==> config.mk <==
export PLATFORM = sky130hd
export DESIGN_NAME = decimation_peak_counter
export DESIGN_NICKNAME = d
export VERILOG_FILES = /design/src/rtl/decimation_peak_counter.sv
export SDC_FILE = /design/constraint.sdc
export NUM_CORES = 1
export LEC_CHECK = 0
export BUFFER_PORTS_ARGS = -buffer_cell sky130_fd_sc_hd__buf_4
export CORE_MARGIN = 2
export CORE_UTILIZATION = 39
export CTS_CLUSTER_SIZE = 20
export DETAILED_ROUTE_END_ITERATION = 10
export GPL_TIMING_DRIVEN = 0
export HOLD_SLACK_MARGIN = 0.05
export SLEW_MARGIN = 10
export SYNTH_ARGS = -nofsm -noshare
export SYNTH_HDL_FRONTEND = slang
export SYNTH_SLANG_ARGS = --single-unit
==> constraint.sdc <==
create_clock -name CLK -period 3.7 [get_ports CLK]
set_input_delay 0.925 -clock CLK [delete_from_list [all_inputs] [get_ports CLK]]
set_output_delay 0.925 -clock CLK [all_outputs]
set_load 0.005 [all_outputs]
==> src/rtl/decimation_peak_counter.sv <==
// Decimating capture strobe generator: one sample per window in sample mode,
// per-channel min/max word pair per window in peak-detect mode.
module decimation_peak_counter #(
    parameter int CNT_W  = 24,
    parameter int DATA_W = 8,
    parameter int CH     = 2
) (
    input  logic                 CLK,
    input  logic                 RST,
    input  logic                 Start_WR,
    input  logic                 Mode,
    input  logic [CNT_W-1:0]     Decimation_IN,
    input  logic [CH*DATA_W-1:0] DATA_IN,
    output logic                 EN,
    output logic                 CLK_EN,
    output logic                 Min_Max_Sel,
    output logic [CH*DATA_W-1:0] DATA_OUT,
    output logic                 Busy
);

    localparam logic [0:0] S_IDLE = 1'b0;
    localparam logic [0:0] S_RUN  = 1'b1;

    logic [0:0]           state;
    logic                 str_wr;
    logic                 mode_l;
    logic                 first;
    logic                 max_pend;
    logic [CNT_W-1:0]     d_eff;
    logic [CNT_W-1:0]     cnt;
    logic [CNT_W-1:0]     d_new;
    logic [CH*DATA_W-1:0] min_c;
    logic [CH*DATA_W-1:0] max_c;
    logic [CH*DATA_W-1:0] max_hold;
    logic [CH*DATA_W-1:0] min_n;
    logic [CH*DATA_W-1:0] max_n;

    // Peak windows need at least two samples so a close never lands on the max word.
    always_comb begin
        d_new = Decimation_IN;
        if (Mode && (Decimation_IN == '0))
            d_new = CNT_W'(1);
    end

    // Running extrema including the current sample; a fresh window restarts from it.
    always_comb begin
        min_n = DATA_IN;
        max_n = DATA_IN;
        for (int unsigned c = 0; c < CH; c++) begin
            if (!first) begin
                if (min_c[c*DATA_W +: DATA_W] < DATA_IN[c*DATA_W +: DATA_W])
                    min_n[c*DATA_W +: DATA_W] = min_c[c*DATA_W +: DATA_W];
                if (max_c[c*DATA_W +: DATA_W] > DATA_IN[c*DATA_W +: DATA_W])
                    max_n[c*DATA_W +: DATA_W] = max_c[c*DATA_W +: DATA_W];
            end
        end
    end

    always_ff @(posedge CLK) begin
        if (RST) begin
            state       <= S_IDLE;
            str_wr      <= 1'b0;
            mode_l      <= 1'b0;
            first       <= 1'b0;
            max_pend    <= 1'b0;
            d_eff       <= '0;
            cnt         <= '0;
            min_c       <= '0;
            max_c       <= '0;
            max_hold    <= '0;
            EN          <= 1'b0;
            CLK_EN      <= 1'b0;
            Min_Max_Sel <= 1'b0;
            DATA_OUT    <= '0;
        end else begin
            str_wr <= Start_WR;
            CLK_EN <= EN;
            EN     <= 1'b0;
            case (state)
                S_IDLE: begin
                    if (str_wr) begin
                        state    <= S_RUN;
                        mode_l   <= Mode;
                        d_eff    <= d_new;
                        cnt      <= d_new;
                        first    <= 1'b1;
                        max_pend <= 1'b0;
                    end
                end
                default: begin
                    if (!str_wr) begin
                        state       <= S_IDLE;
                        max_pend    <= 1'b0;
                        Min_Max_Sel <= 1'b0;
                    end else begin
                        min_c <= min_n;
                        max_c <= max_n;
                        if (max_pend) begin
                            DATA_OUT    <= max_hold;
                            Min_Max_Sel <= 1'b1;
                            EN          <= 1'b1;
                            max_pend    <= 1'b0;
                        end
                        if (cnt != '0) begin
                            cnt   <= cnt - 1'b1;
                            first <= 1'b0;
                        end else begin
                            cnt   <= d_eff;
                            first <= 1'b1;
                            EN    <= 1'b1;
                            if (mode_l) begin
                                DATA_OUT    <= min_n;
                                Min_Max_Sel <= 1'b0;
                                max_pend    <= 1'b1;
                                max_hold    <= max_n;
                            end else begin
                                DATA_OUT <= DATA_IN;
                            end
                        end
                    end
                end
            endcase
        end
    end

    assign Busy = (state == S_RUN);

endmodule

==> results of run 1 <==
==> power breakdown <==
group	internal, uW	switching [uW]
Sequential	1330	33.5
Clock	971	590
Combinational	161	277
==> registers in the layout (all words and copies together), names as in the netlist <==
name and flops:
Busy 1, mode_l 1, Min_Max_Sel 1, EN 1, d_eff 24, max_pend 1, DATA_OUT 16, max_hold 16
CLK_EN 1, min_c 16, first 1, max_c 16, cnt 24, str_wr 1
==> area by class of cell <==
type                    instances  share of cell area [%]
clock inverters                 2                   0.127
flip-flops and latches        120                    30.6
inverters                      34                    1.63
well taps                     220                    3.51
multi-input cells             589                    48.1
plain buffers                  65                    3.28
repair buffers                 62                    5.93
clock buffers                  28                    6.84
==> metrics by stage <==
step	util [%]	setup WS (ps)	total power [uW]	instance area, sq um
2_1_floorplan	-	819	1660	6570
3_3_place_gp	44.2	256	1810	7310
3_5_place_dp	44.2	270	1820	7310
4_1_cts	47.5	706	3360	7850
5_1_grt	47.5	461	3470	7850
6_report	47.5	697	3360	7850
==> cells in the final DEF (no fill, tap or decap), types with 29 or more instances in the layout <==
master,instances
dfxtp_1,120
nand4_1,29
o21ai_0,54
ha_1,32
nor2_1,47
clkbuf_1,58
buf_4,62
nand2_1,64
inv_1,34
a21oi_1,86
nand3_1,36
==> cell families after synthesis <==
kind of cell             share of synthesized area (%)
AND/OR/NAND/NOR                                   22.8
AO/OA/AOI/OAI                                     25.8
flip-flops                                        36.6
adder cells (fa/ha/maj)                           6.10
buffers and inverters                             5.87
multiplexers                                      1.37
XOR/XNOR                                          1.47
==> critical path, delay by kind of cell <==
family	cells	cell delay, ps
and+or+nand+nor	1	120
AOI/OAI and AO/OA	4	1380
buffers and inverters	3	570
adders and majority gates	1	310
==> per-layer routing <==
metal,wire length [microns],vias up,track usage (%)
li1,-,3174,-
met1,10100,3134,34.1
met2,9670,248,37.4
met3,1420,33,4.72
met4,465,0,8.27
met5,0,-,0
==> path summary, 6_finish.rpt <==
kind                                                   to  slack, ps
worst min-delay path               d_eff[16]$_SDFFE_PP0P_        450
worst min register to register     d_eff[16]$_SDFFE_PP0P_        450
worst max register to register       cnt[22]$_SDFFE_PP0P_       1000
worst max-delay path            DATA_OUT[10]$_SDFFE_PP0P_        700
==> Yosys cell counts (all sizes together) (10+ instances only) <==
master	number
a21oi	86
a311oi	25
buf	11
clkbuf	54
dfxtp	120
ha	32
inv	34
nand2	64
nand2b	16
nand3	36
nand3b	10
nand4	31
nor2	47
nor2b	15
nor3	17
nor4	13
o21ai	56
o221ai	11
o22ai	11
o31ai	20
or3	12
==> impl_metrics.yaml, run 1 <==
run_status:
  run_status: "finished, final reports clean"
sta:
  whs_ps: 453
  skew_ps: 8.97
  slew-limit-headroom_pct: 20.7
  tns_ps: 0
  max_freq_ghz: 0.333
  worst_pin_slew_ps: 1170
  final.period_utilization_pct: 81.2
  grt_setup_unrepaired: "false"
  setup_viol: 0
  fin_crit_ps: 3000
  slew_violations: 0
  hold_viol: 0
logic_synthesis:
  synthDistinctLibCells: 59
  ys.flop_type: "dfxtp_1"
  synthCells: 808
  synth.net_count: 884
  synth_area_per_cell_sq_um: 8.13
  synthArstFlopShare_pct: 0
  syn_area_sq_um: 6570
  yosysTopAreaCellShare_pct: 36.6
  ys_warn_count: 0
  synth.yosys.seq_area_share_pct: 36.6
  yosysTopAreaCell: "dfxtp_1"
  synth_edf_count: 0
  synthTopCellsByArea: "dfxtp_1, a21oi_1, ha_1"
  ys_ff_latch: 120
final_layout:
  layout.nets: 965
  fillers: 1658
  final_cell_count_no_fill: 1120
  multi_input_area_sq_um: 3780
  ff_latch_area_sq_um: 2400
  area_growth_pct: 19.6
  drive_gt1_share_pct: 11.6
  diodes: 0
critical_path:
  worstPathMaxFanout: 10
  arrival_ps: 3320
  cp-end-kind: "register"
  reg2reg_from: "cnt[0]$_SDFFE_PP0P_"
  cp_slowest_cell: "a211oi_1"
  required_ps: 4020
  reg2reg_depth: 7
  cpPeakStageDelay_ps: 600
  critPathLaunch: "DATA_IN[14]"
  crit_chain: "buf_4, inv_1, ha_1, a21o_1, a211o_1, a211oi_1, clkbuf_1, nand3b_1, a32o_1"
  startpoint_type: "primary input"
  critPathKind: "in -> reg"
cts:
  cts_root_buf: "clkbuf_16"
  path_clk_slew_ps: 50
  cts_sinks: 120
  cts_inserted_buffers: 17
  postCtsSetupRepairBufs: 0
  hold_buffers: 0
  clock_path_buffers: 2
  htreeDepth: 4
  post_cts_resized: 0
  cts_tree: "yes"
  worstSkewPairLatency_ps: 430
place:
  hpwl_mm: 15.3
  dpl.cell_count: 1090
  place_congestion: 0.876
  numPortBuffers: 62
global_routing:
  antenna_found_initial: 0
  grt_max_degree: 17
  gr-usage-all-layers_pct: 24.3
  globalRouteOverflowTotal: 0
  grt_pass1_wl_mm: 33.4
  grt_pass1_vias: 5890
detailed_routing:
  dr.pass1.iters: 7
  drt_iter0_markers: 678
  wl_per_cell_microns: 19.3
  num_vias: 6589
  via_per_inst: 5.88
  drt-total-wl_mm: 21.6
  ant_nets: 0
  route.detailed.drc: 0
floorplan:
  start_util_pct: 39.7
  fp.coreArea_sq_um: 16500
  die-area_sq_um: 17900
  rows: 47
  die_w_microns: 134
  die_y_microns: 134
  ios: 64
min_path:
  hold_path.class: "reg -> reg"
  hold_path_startpoint: "d_eff[16]$_SDFFE_PP0P_"
  whs_path_depth: 2
flow_run:
  drv_cap: 0
pwr:
  peakVddDrop_mv: 0.365
  p_per_area_nw_per_um2: 428
  p_leak_uw: 0.00285
Note: power is estimated with default switching activity, not from simulation.
==> run 2, diff against run 1 <==
clock period = 3 ns   (was 3.7 ns; I/O delays follow)
==> run 2 against run 1 <==
First-iteration DRC count down 2.9%. Wire length about the same. Final cell count unchanged. Die area unchanged. Flip-flop and latch count unchanged. Cell area about the same. Register-to-register slack worse by 690 ps. Combinational power up 24%. Hold slack worse by 1.2 ps. Sequential power up 24%. Via count about the same. Non-clock buffer count unchanged. Critical path type unchanged. Critical endpoint is now DATA_OUT[4]$_SDFFE_PP0P_. Highest routed layer unchanged.
==> impl_metrics.yaml, run 2 (synthesis results as in run 1) <==
pwr:
  peakVddDrop_mv: 0.452
  clkPwrFrac_pct: 46.5
  p_leak_uw: 0.00286
  seq_power_share_pct: 40.5
  switching_share_pct: 26.8
  p_per_area_nw_per_um2: 528
  share_comb_of_total_power_pct: 13.0
  switching_power_uw: 1110
  p_int_uw: 3030
global_routing:
  antenna_found_initial: 0
  grt_max_degree: 17
  grt_pass1_wl_mm: 33.4
  globalRouteOverflowTotal: 0
  grt_pass1_vias: 5890
  gr-usage-all-layers_pct: 24.3
critical_path:
  startpoint_type: "primary input"
  crit_family: "compound AO/OA/AOI/OAI gates"
  crit_chain: "buf_4, inv_1, ha_1, a211oi_1, o21ai_0, a211oi_2, mux2i_1, o221ai_1"
  required_ps: 3280
  cp_slowest_cell: "a211oi_2"
  cp-end-kind: "register"
  path_buf_inv: 2
  arrival_ps: 3000
  critPathKind: "in -> reg"
  cpPeakStageDelay_ps: 770
  worstPathMaxFanout: 8
sta:
  setup_viol: 0
  skew_ps: 9.16
  final.period_utilization_pct: 90.5
  max_freq_ghz: 0.369
  worst_pin_slew_ps: 1180
  grt_setup_unrepaired: "false"
  fin_ws_ps: 286
  hold_viol: 0
  slew_violations: 0
  fin_crit_ps: 2710
  slew-limit-headroom_pct: 20.0
  whs_ps: 452
final_layout:
  layout.nets: 965
  multi_input_area_sq_um: 3780
  diodes: 0
  fillers: 1659
  finish.utilization_pct: 47.6
  drive_gt1_share_pct: 11.7
  area_growth_pct: 19.7
  final_cell_mix: "dfxtp_1, a21oi_1, nand2_1"
  ff_latch_area_sq_um: 2400
  final_cell_count_no_fill: 1120
  reg_top3: "cnt: 24 flops, d_eff: 24 flops"
  fin_area_sq_um: 7860
  mostFrequentLayoutCell: "dfxtp_1"
place:
  place_worst_setup_slack_ps: -255
  hpwl_mm: 15.3
  numPortBuffers: 62
  place_congestion: 0.876
  placed_cell_area_sq_um: 7310
  dpl.cell_count: 1090
cts:
  clock_path_buffers: 2
  worstSkewPairLatency_ps: 430
  cts_tree: "yes"
  cts_inserted_buffers: 17
  cts_sinks: 120
  htreeDepth: 4
  cts_root_buf: "clkbuf_16"
  path_clk_slew_ps: 50
  hold_buffers: 0
floorplan:
  ios: 64
  fp.coreArea_sq_um: 16500
  die-area_sq_um: 17900
  die_w_microns: 134
  start_util_pct: 39.7
  rows: 47
  die_y_microns: 134
detailed_routing:
  ant_nets: 0
  wl_per_cell_microns: 19.3
  drt-total-wl_mm: 21.6
  drt_iter0_markers: 658
  num_vias: 6591
  via_per_inst: 5.88
  dr.pass1.iters: 5
  route.detailed.drc: 0
min_path:
  hold_path.class: "reg -> reg"
run_status:
  run_status: "finished, final reports clean"
flow_run:
  drv_cap: 0
## run 2: final timing paths
path	to	from	slack, ps	depth (start not counted)
setup / recovery	DATA_OUT[4]$_SDFFE_PP0P_	DATA_IN[2]	290	8
hold reg to reg	d_eff[16]$_SDFFE_PP0P_	d_eff[16]$_SDFFE_PP0P_	450	2
setup reg to reg	cnt[22]$_SDFFE_PP0P_	cnt[0]$_SDFFE_PP0P_	310	7
hold / removal	d_eff[16]$_SDFFE_PP0P_	d_eff[16]$_SDFFE_PP0P_	450	2
## run 2: worst reg2reg max path, cell delays in order, from the launching register on
cell	delay [ps]
dfxtp_1	350
inv_1	100
ha_1	210
nor4b_1	960
nand3_1	300
nor2_1	280
a211oi_1	120
o32ai_1	280
## run 2: layout make-up
type | count | area share, %
Sequential cell | 120 | 30.6
Clock buffer | 28 | 6.83
Multi-Input combinational cell | 589 | 48.1
Tap cell | 220 | 3.50
Clock inverter | 2 | 0.127
Buffer | 65 | 3.28
Inverter | 34 | 1.62
Timing Repair Buffer | 62 | 5.92
## run 2: stage by stage
step                total power (uW)  setup TNS [ps]
floorplan                       2040               0
global placement                2240           -2400
detailed placement              2240           -2520
CTS                             4140               0
global route                    4280               0
finish                          4150               0
## run 2: what timing repair did
action / CTS / global route
buffers inserted: 0 / 0
endpoints found under the hold margin: 0 / 0
gates resized for setup: 0 / 1
setup endpoints to repair: 0 / 8
## run 2: metal layers
metal  up-vias  track usage [%]  share of wire, %
li1       3174                -                 -
met1      3125             34.1                46
met2       260             37.4                45
met3        32             4.72               7.2
met4         0             8.27               2.1
met5         -                0                 0
## run 2: power groups by stage
stage          clock, uW  combinational [uW]  sequential, uW
4_1_cts             1930                 532            1680
5_1_grt             2000                 592            1680
3_5_place_dp           0                 529            1710
6_report            1930                 541            1680
2_1_floorplan          0                 342            1700
3_3_place_gp           0                 527            1710
